`src/rtl/gpc231_4_bist_pkg.sv`:
```
// Shared types and helpers for the gpc231_4 built-in self-test sequencer.
package gpc_pkg;

   localparam int unsigned VEC_W   = 6;
   localparam int unsigned DST_W   = 4;
   localparam int unsigned NUM_VEC = 64;

   typedef enum logic [1:0] {IDLE, RUN, DRAIN, DONE} bist_state_t;

   typedef struct packed {
      logic             valid;
      logic [VEC_W-1:0] vec;
      logic [DST_W-1:0] exp;
   } bist_tag_t;

   // Weighted sum of a test vector: bit0 weight 1, bits 3:1 weight 2, bits 5:4 weight 4.
   function automatic logic [DST_W-1:0] gpc231_weight(input logic [VEC_W-1:0] vec);
      logic [DST_W-1:0] s;
      s = {3'b000, vec[0]};
      for (int unsigned i = 1; i < 4; i++) s = s + {2'b00, vec[i], 1'b0};
      for (int unsigned i = 4; i < 6; i++) s = s + {1'b0, vec[i], 2'b00};
      return s;
   endfunction

endpackage

```
`src/rtl/gpc231_4_bist_if.sv`:
```
// GPC operand/result bundle; the BIST drives operands as master, the GPC answers as slave.
interface gpc231_4_bist_if;
   import gpc_pkg::*;

   logic             src0;
   logic [2:0]       src1;
   logic [1:0]       src2;
   logic [DST_W-1:0] dst;

   modport master (output src0, output src1, output src2, input dst);
   modport slave  (input src0, input src1, input src2, output dst);
endinterface

```
`src/rtl/gpc231_4_bist_delay.sv`:
```
// Fixed-depth delay line for compare tags; reset clears only the valid bits.
module gpc_bist_delay
   import gpc_pkg::*;
#(
   parameter int unsigned DEPTH = 0
) (
   input  logic      clk,
   input  logic      rst,
   input  bist_tag_t tag_in,
   output bist_tag_t tag_out
);

   generate
      if (DEPTH == 0) begin : g_pass
         logic unused_clk_rst;
         assign unused_clk_rst = clk ^ rst;
         assign tag_out = tag_in;
      end else begin : g_shift
         bist_tag_t stage_q [DEPTH];
         bist_tag_t stage_d [DEPTH];

         always_comb begin
            stage_d[0] = tag_in;
            for (int unsigned i = 1; i < DEPTH; i++) stage_d[i] = stage_q[i-1];
         end

         always_ff @(posedge clk) begin
            for (int unsigned i = 0; i < DEPTH; i++) begin
               stage_q[i] <= stage_d[i];
               if (rst) stage_q[i].valid <= 1'b0;
            end
         end

         assign tag_out = stage_q[DEPTH-1];
      end
   endgenerate

endmodule

```
`src/rtl/gpc231_4_bist.sv`:
```
// Self-test sequencer: sweeps all 64 gpc231_4 inputs, compares dst against the
// weighted sum after DUT_LAT cycles and reports error count and first failure.
module gpc231_4_bist
   import gpc_pkg::*;
#(
   parameter int unsigned DUT_LAT = 0
) (
   input  logic            clk,
   input  logic            rst,
   input  logic            start,
   gpc231_4_bist_if.master gpc,
   output logic            busy,
   output logic            done,
   output logic            pass,
   output logic [6:0]      err_count,
   output logic [5:0]      first_fail
);

   bist_state_t      state_q, state_d;
   logic [VEC_W-1:0] vec_q, vec_d;
   logic [2:0]       drain_q, drain_d;
   logic [6:0]       err_q, err_d;
   logic [5:0]       ff_q, ff_d;
   logic             pass_q, pass_d;
   bist_tag_t        tag_in, tag_out;

   assign tag_in.valid = (state_q == RUN);
   assign tag_in.vec   = vec_q;
   assign tag_in.exp   = gpc231_weight(vec_q);

   gpc_bist_delay #(.DEPTH(DUT_LAT)) u_delay (
      .clk     (clk),
      .rst     (rst),
      .tag_in  (tag_in),
      .tag_out (tag_out)
   );

   // Compare first, then the FSM, so a start-clear overrides and pass sees the final count.
   always_comb begin
      state_d = state_q;
      vec_d   = vec_q;
      drain_d = drain_q;
      err_d   = err_q;
      ff_d    = ff_q;
      pass_d  = pass_q;

      if (tag_out.valid && (gpc.dst != tag_out.exp)) begin
         err_d = err_q + 7'd1;
         if (err_q == 7'd0) ff_d = tag_out.vec;
      end

      case (state_q)
         IDLE, DONE: begin
            if (start) begin
               state_d = RUN;
               vec_d   = '0;
               err_d   = '0;
               ff_d    = '0;
               pass_d  = 1'b0;
            end
         end
         RUN: begin
            vec_d = vec_q + 6'd1;
            if (vec_q == 6'(NUM_VEC - 1)) begin
               state_d = DRAIN;
               drain_d = '0;
            end
         end
         DRAIN: begin
            if (drain_q == 3'(DUT_LAT)) begin
               state_d = DONE;
               pass_d  = (err_d == 7'd0);
            end else begin
               drain_d = drain_q + 3'd1;
            end
         end
         default: state_d = IDLE;
      endcase
   end

   always_ff @(posedge clk) begin
      if (rst) begin
         state_q <= IDLE;
         vec_q   <= '0;
         drain_q <= '0;
         err_q   <= '0;
         ff_q    <= '0;
         pass_q  <= 1'b0;
      end else begin
         state_q <= state_d;
         vec_q   <= vec_d;
         drain_q <= drain_d;
         err_q   <= err_d;
         ff_q    <= ff_d;
         pass_q  <= pass_d;
      end
   end

   assign gpc.src0  = (state_q == RUN) ? vec_q[0]   : 1'b0;
   assign gpc.src1  = (state_q == RUN) ? vec_q[3:1] : '0;
   assign gpc.src2  = (state_q == RUN) ? vec_q[5:4] : '0;
   assign busy       = (state_q == RUN) || (state_q == DRAIN);
   assign done       = (state_q == DONE);
   assign pass       = pass_q;
   assign err_count  = err_q;
   assign first_fail = ff_q;

endmodule

```
`src/flat_wrapper.sv`:
```
// flat-port wrapper written by rule: the top's interface ports become plain ports
module gpc231_4_bist_flat import gpc_pkg::*;
#(
   parameter int unsigned DUT_LAT = 0
)
  (clk, rst, start, busy, done, pass, err_count, first_fail, gpc_src0, gpc_src1, gpc_src2, gpc_dst);
  gpc231_4_bist_if gpc_i ();
  input  logic clk;
  input  logic rst;
  input  logic start;
  output logic busy;
  output logic done;
  output logic pass;
  output logic [6:0] err_count;
  output logic [5:0] first_fail;
  output wire logic [$bits(gpc_i.src0)-1:0] gpc_src0;
  output wire logic [$bits(gpc_i.src1)-1:0] gpc_src1;
  output wire logic [$bits(gpc_i.src2)-1:0] gpc_src2;
  input wire logic [$bits(gpc_i.dst)-1:0] gpc_dst;
  assign gpc_src0 = gpc_i.src0;
  assign gpc_src1 = gpc_i.src1;
  assign gpc_src2 = gpc_i.src2;
  assign gpc_i.dst = gpc_dst;
  gpc231_4_bist #(.DUT_LAT(DUT_LAT)) u_core (.clk(clk), .rst(rst), .start(start), .gpc(gpc_i), .busy(busy), .done(done), .pass(pass), .err_count(err_count), .first_fail(first_fail));
endmodule
```
`config.mk`:
```
export PLATFORM = sky130hd
export DESIGN_NAME = gpc231_4_bist_flat
export DESIGN_NICKNAME = d
export VERILOG_FILES = /design/src/rtl/gpc231_4_bist_pkg.sv /design/src/rtl/gpc231_4_bist_if.sv /design/src/rtl/gpc231_4_bist_delay.sv /design/src/rtl/gpc231_4_bist.sv /design/src/flat_wrapper.sv
export SDC_FILE = /design/constraint.sdc
export NUM_CORES = 1
export LEC_CHECK = 0
export CAP_MARGIN = 20
export CORE_MARGIN = 4
export CORE_UTILIZATION = 47
export DETAILED_ROUTE_END_ITERATION = 8
export MAX_ROUTING_LAYER = met4
export PLACE_DENSITY = 0.76
export SETUP_SLACK_MARGIN = 0.5
export SKIP_CTS_REPAIR_TIMING = 1
export SLEW_MARGIN = 20
export SYNTH_ARGS = -nofsm -noshare
export SYNTH_HDL_FRONTEND = slang
export SYNTH_HIERARCHICAL = 1
export SYNTH_SLANG_ARGS = --single-unit
```
`constraint.sdc`:
```
create_clock -name clk -period 2.75 [get_ports clk]
set_input_delay 0.275 -clock clk [delete_from_list [all_inputs] [get_ports clk]]
set_output_delay 0.275 -clock clk [all_outputs]
set_load 0.01 [all_outputs]
```
**After elaboration in Yosys (flattened, before gate mapping)**

Cells that the tools add are included.

- Equality and inequality tests: 9
- Mux-type cells: 22
- $add $sub $neg: 8
- Reductions and logical operators: 14

Operators by type and width:

| kind | count |
|---|---|
| $mux W6 | 5 |
| $mux W7 | 3 |
| $logic_not A7 Y1 | 2 |
| $pmux W6 S2 | 1 |
| $mux W3 | 3 |
| $reduce_and A3 Y1 | 3 |
| $add A4 B2 Y4 | 2 |
| $add A4 B3 Y4 | 2 |
| $mux W2 | 4 |
| $add A7 B1 Y7 const B | 1 |
| $add A6 B1 Y6 const B | 1 |
| $eq A6 B6 Y1 const B | 1 |
| $ne A2 B2 Y1 const B | 3 |
| $pmux W2 S3 | 1 |
| $pmux W3 S2 | 1 |
| $reduce_bool A2 Y1 | 3 |
| $eq A2 B2 Y1 const B | 2 |
| $ne A4 B4 Y1 | 1 |
| $add A1 B2 Y3 | 1 |
| $add A3 B1 Y3 const B | 1 |
| $logic_not A3 Y1 | 1 |
| $mux W1 | 3 |
| $eq A2 B1 Y1 const B | 1 |
| $logic_not A2 Y1 | 1 |
| other kinds (6) | 6 |

- Bits in registers: 25
- Output and inout bits: 22
- Bits of input ports: 7
- Logic and storage cells: 59

**Longest topological paths before layout**

- Depth after elaboration: 11
- Gate-level depth with buffers: 12
- Depth with buffers taken out: 9

**Hierarchy**

The synthesis kept the hierarchy.

By module, submodules not included:

| module | instances | cells an instance | seq. area each (µm²) | area an instance (µm²) |
|---|---|---|---|---|
| gpc231_4_bist | 1 | 178 | 500.5 | 1,527.7 |
| gpc_bist_delay | 1 | 11 | 0.0 | 82.6 |

**Worst setup path after synthesis**

No wires, ideal clock.

- Path kind: flip-flop to flip-flop
- From: register u_core.vec_q[1]
- To: register u_core.pass_q, in the netlist u_core/pass
- Path buffers: 1
- Library setup time: 0.084 ns
- Slack: 0.007 ns
- Period minus slack after synthesis: 2.743 ns
- Arrival time: 2.659 ns
- Stages on the path, launching flop included: 11
- Data required time: 2.666 ns
- Path through: dfxtp_1 inv_1 fa_1 fa_1 inv_1 buf_4 xnor2_1 a41oi_2 a211o_1 a211o_1 o31ai_2

RTL lines:

| what | line | source |
|---|---|---|
| from (decl) | gpc231_4_bist.sv:20 | `logic [VEC_W-1:0] vec_q, vec_d;` |
| from (signal assigned) | gpc231_4_bist.sv:91 | `vec_q <= vec_d;` |
| to (signal assigned) | gpc231_4_bist.sv:95 | `pass_q <= pass_d;` |
| to (decl) | gpc231_4_bist.sv:24 | `logic pass_q, pass_d;` |

==> flow_summary.toml <==
[floorplan]
chipHeight_um = 66.5
dieArea_um2 = 4430
start_util_pct = 51.1
rows = 20
core_region_area_um2 = 3150
die_w_um = 66.5
pin_count = 29

[power]
internal_power_mw = 0.687
combPwrFrac_pct = 47.3
seqPwrFrac_pct = 38.3
ir_worst_vdd_v = 0.000441
leakagePower_nw = 0.800
finalPower_mw = 1.14
cellPowerDensity_nw_per_um2 = 567
p_switching_mw = 0.457
netSwitchingFraction_pct = 40.0
p_clk_share_pct = 14.4

[cts]
clk_pin_slew_worst_paths_ns = 0.14
cts_sinks = 25
clock_latency_ns = 0.32
cts_buffers = 3
max-clock-path-buffers = 2
cts-root-buf = "clkbuf_4"
cts_tree = "yes"
htreeDepth = 1

[sta]
min_period_ns = 2.68
timing.slew.headroom_pct = 61.1
setup_ws_ns = 0.0750
worst_clock_skew_ns = 0.00792
setup_tns_ns = 0
tightest_slew_ns = 0.579
max_freq_mhz = 374
slew_violations = 0
post-route-period-util_pct = 97.3
setup_viol = 0
finalHoldViolCount = 0
rsz0062_at_grt = "true"

[worst_hold_path]
whs_path_depth = 2
whs_endpoint = "u_core/drain_q[0]$_SDFFE_PP0P_"
hp-class = "flip-flop to flip-flop"
worstHoldStart = "u_core/drain_q[0]$_SDFFE_PP0P_"

[synthesis]
synth.largest_area_cell = "dfxtp_1"
syn_inst = 189
syn_nets = 209
synthArstFlopShare_pct = 0
synth_cell_types = 43
yosys_warnings = 6
synth.cell_area_um2 = 1610
synth_top_area_share_pct = 31.1
synth-seq-area-share_pct = 31.1
synth-main-ff-cell = "dfxtp_1"
synth.top_cells.by_area = "dfxtp_1, ha_1, buf_4"
synth_edf_count = 0
yosysMostFrequentCell = "dfxtp_1"
synth_seq_cells = 25
synth.avg_cell_area_um2 = 8.52
ys_top_cells_by_count = "dfxtp_1, nor2_1, inv_1"

[final_layout]
diodes = 0
layout-drive-gt1-share_pct = 16.1
finalNetCount = 232
fillers = 271
area_growth_pct = 25.4
fin_area_um2 = 2020
fin_cells = 255

[detailed_routing]
dr.first_iter.drc_count = 79
drc = 0
num_vias = 1325
via_per_inst = 5.20
wire_per_inst_um = 13.9
drt_pass1_iterations = 5
ant_nets = 0
finalWirelength_um = 3560

[setup_path]
cp-start-kind = "flip-flop"
r2r_start = "u_core/vec_q[1]$_SDFFE_PP0P_"
endpoint_kind = "flip-flop"
worst_r2r_endpoint = "u_core/pass$_SDFFE_PP0P_"
path_class = "flip-flop to flip-flop"
r2r_cells = 9
cp_data_arrival_time_ns = 2.91
rrSetupSlack_ns = 0.07
crit_required_ns = 2.99
path_max_fanout = 5

[placed_design]
placed_area_um2 = 1850
pre_cts_slack_ns = 0.0918
post-dp-hpwl_um = 2450
gp_congestion = 0.908
place_inst = 243
io_buffer_count = 28

[status]
status = "complete, no violations"

[global_route]
grt_pass1_wl_um = 5590
grt_overflow = 0
gr-usage-all-layers_pct = 16.9
antenna_found_initial = 0
grt_max_degree = 18
grt_pass1_vias = 1296

[job]
drv_cap = 0
per-layer routing:
layer | GRT usage (%) | part of all wire [%]
met5 | - | 0
met4 | 6.09 | 1.6
met3 | 2.70 | 3.9
met2 | 27.8 | 49
met1 | 20.9 | 45
stage by stage:
stage | utilization, % | hold slack, ns
after floorplan | - | 0.353
after global placement | 58.8 | 0.478
after detailed placement | 58.8 | 0.482
after CTS | 59.7 | 0.517
after global routing | 64.0 | 0.528
final | 64.0 | 0.516
layout by cell type (no fill, tap or decap), types with 3 or more instances in the layout:
| cell | synthesis | layout |
|---|---|---|
| clkdlybuf4s50_1 | 0 | 28 |
| dfxtp_1 | 25 | 22 |
| nor2_1 | 21 | 21 |
| inv_1 | 18 | 14 |
| ha_1 | 11 | 10 |
| nand2_1 | 8 | 8 |
| buf_4 | 12 | 7 |
| and2_1 | 7 | 7 |
| nand3_1 | 8 | 7 |
| mux2i_1 | 6 | 6 |
| xnor2_1 | 7 | 5 |
| nand2b_1 | 5 | 5 |
| o21ai_0 | 4 | 4 |
| a22oi_1 | 4 | 4 |
| a21oi_1 | 4 | 4 |
| clkbuf_4 | 0 | 3 |
| inv_2 | 0 | 3 |
| o21ai_1 | 3 | 3 |
| a31oi_1 | 3 | 3 |
| nand4_1 | 3 | 3 |
| and3_1 | 4 | 3 |
| xor2_1 | 3 | 3 |
| dfxtp_4 | 0 | 3 |
power by group through the flow:
stage                     clock (mW)  sequential [mW]  combinational (mW)
after global placement             0            0.446               0.451
after global routing           0.187            0.443               0.594
after CTS                      0.170            0.439               0.470
final                          0.165            0.438               0.542
after detailed placement           0            0.448               0.466
after floorplan                    0            0.441               0.382
cell families (layout without fill, tap and decap cells):
logic type	Yosys count	in the layout	share of synthesized area, %
compound gates	29	30	13.3
xor+xnor	11	11	6.45
fa+ha+maj	13	13	11.0
buf+inv	37	58	11.5
flops	25	25	31.1
mux	8	8	5.13
simple gates	66	66	21.5
layout make-up:
| type | count | area [um^2] | area share, % |
|---|---|---|---|
| timing repair buffer | 36 | 344 | 17.0 |
| sequential | 25 | 512 | 25.3 |
| tap | 44 | 55.1 | 2.73 |
| inverter | 18 | 70.1 | 3.47 |
| multi-input combinational | 128 | 1010 | 50.1 |
| clock inverter | 1 | 5.00 | 0.248 |
| clock buffer | 3 | 22.5 | 1.12 |
worst max path at each step:
stage                                            start                               to  slack [ns]
final                     u_core/vec_q[1]$_SDFFE_PP0P_         u_core/pass$_SDFFE_PP0P_        0.07
after global routing      u_core/vec_q[1]$_SDFFE_PP0P_         u_core/pass$_SDFFE_PP0P_       0.007
after CTS                 u_core/vec_q[2]$_SDFFE_PP0P_         u_core/pass$_SDFFE_PP0P_        0.03
after detailed placement  u_core/vec_q[2]$_SDFFE_PP0P_         u_core/pass$_SDFFE_PP0P_        0.09
after global placement    u_core/vec_q[2]$_SDFFE_PP0P_         u_core/pass$_SDFFE_PP0P_        0.17
after floorplan           u_core/vec_q[3]$_SDFFE_PP0P_  u_core/first_fail[0]$_SDFF_PP0_        0.27
flip-flops by register name (all words and copies together) (netlist names):
name               cells
u_core/drain_q         3
u_core/err_count       7
u_core/first_fail      6
u_core/pass            1
u_core/state_q         2
u_core/vec_q           6
worst max-delay path, stage by stage, from the launching register on:
cell and delay (ns):
dfxtp_4 0.39, inv_2 0.05, fa_2 0.38, fa_1 0.53, inv_2 0.06, xnor2_4 0.21
a41oi_4 0.17, a211o_1 0.34, a211o_1 0.30, o31ai_2 0.17
(Power assumes the default switching activity.)
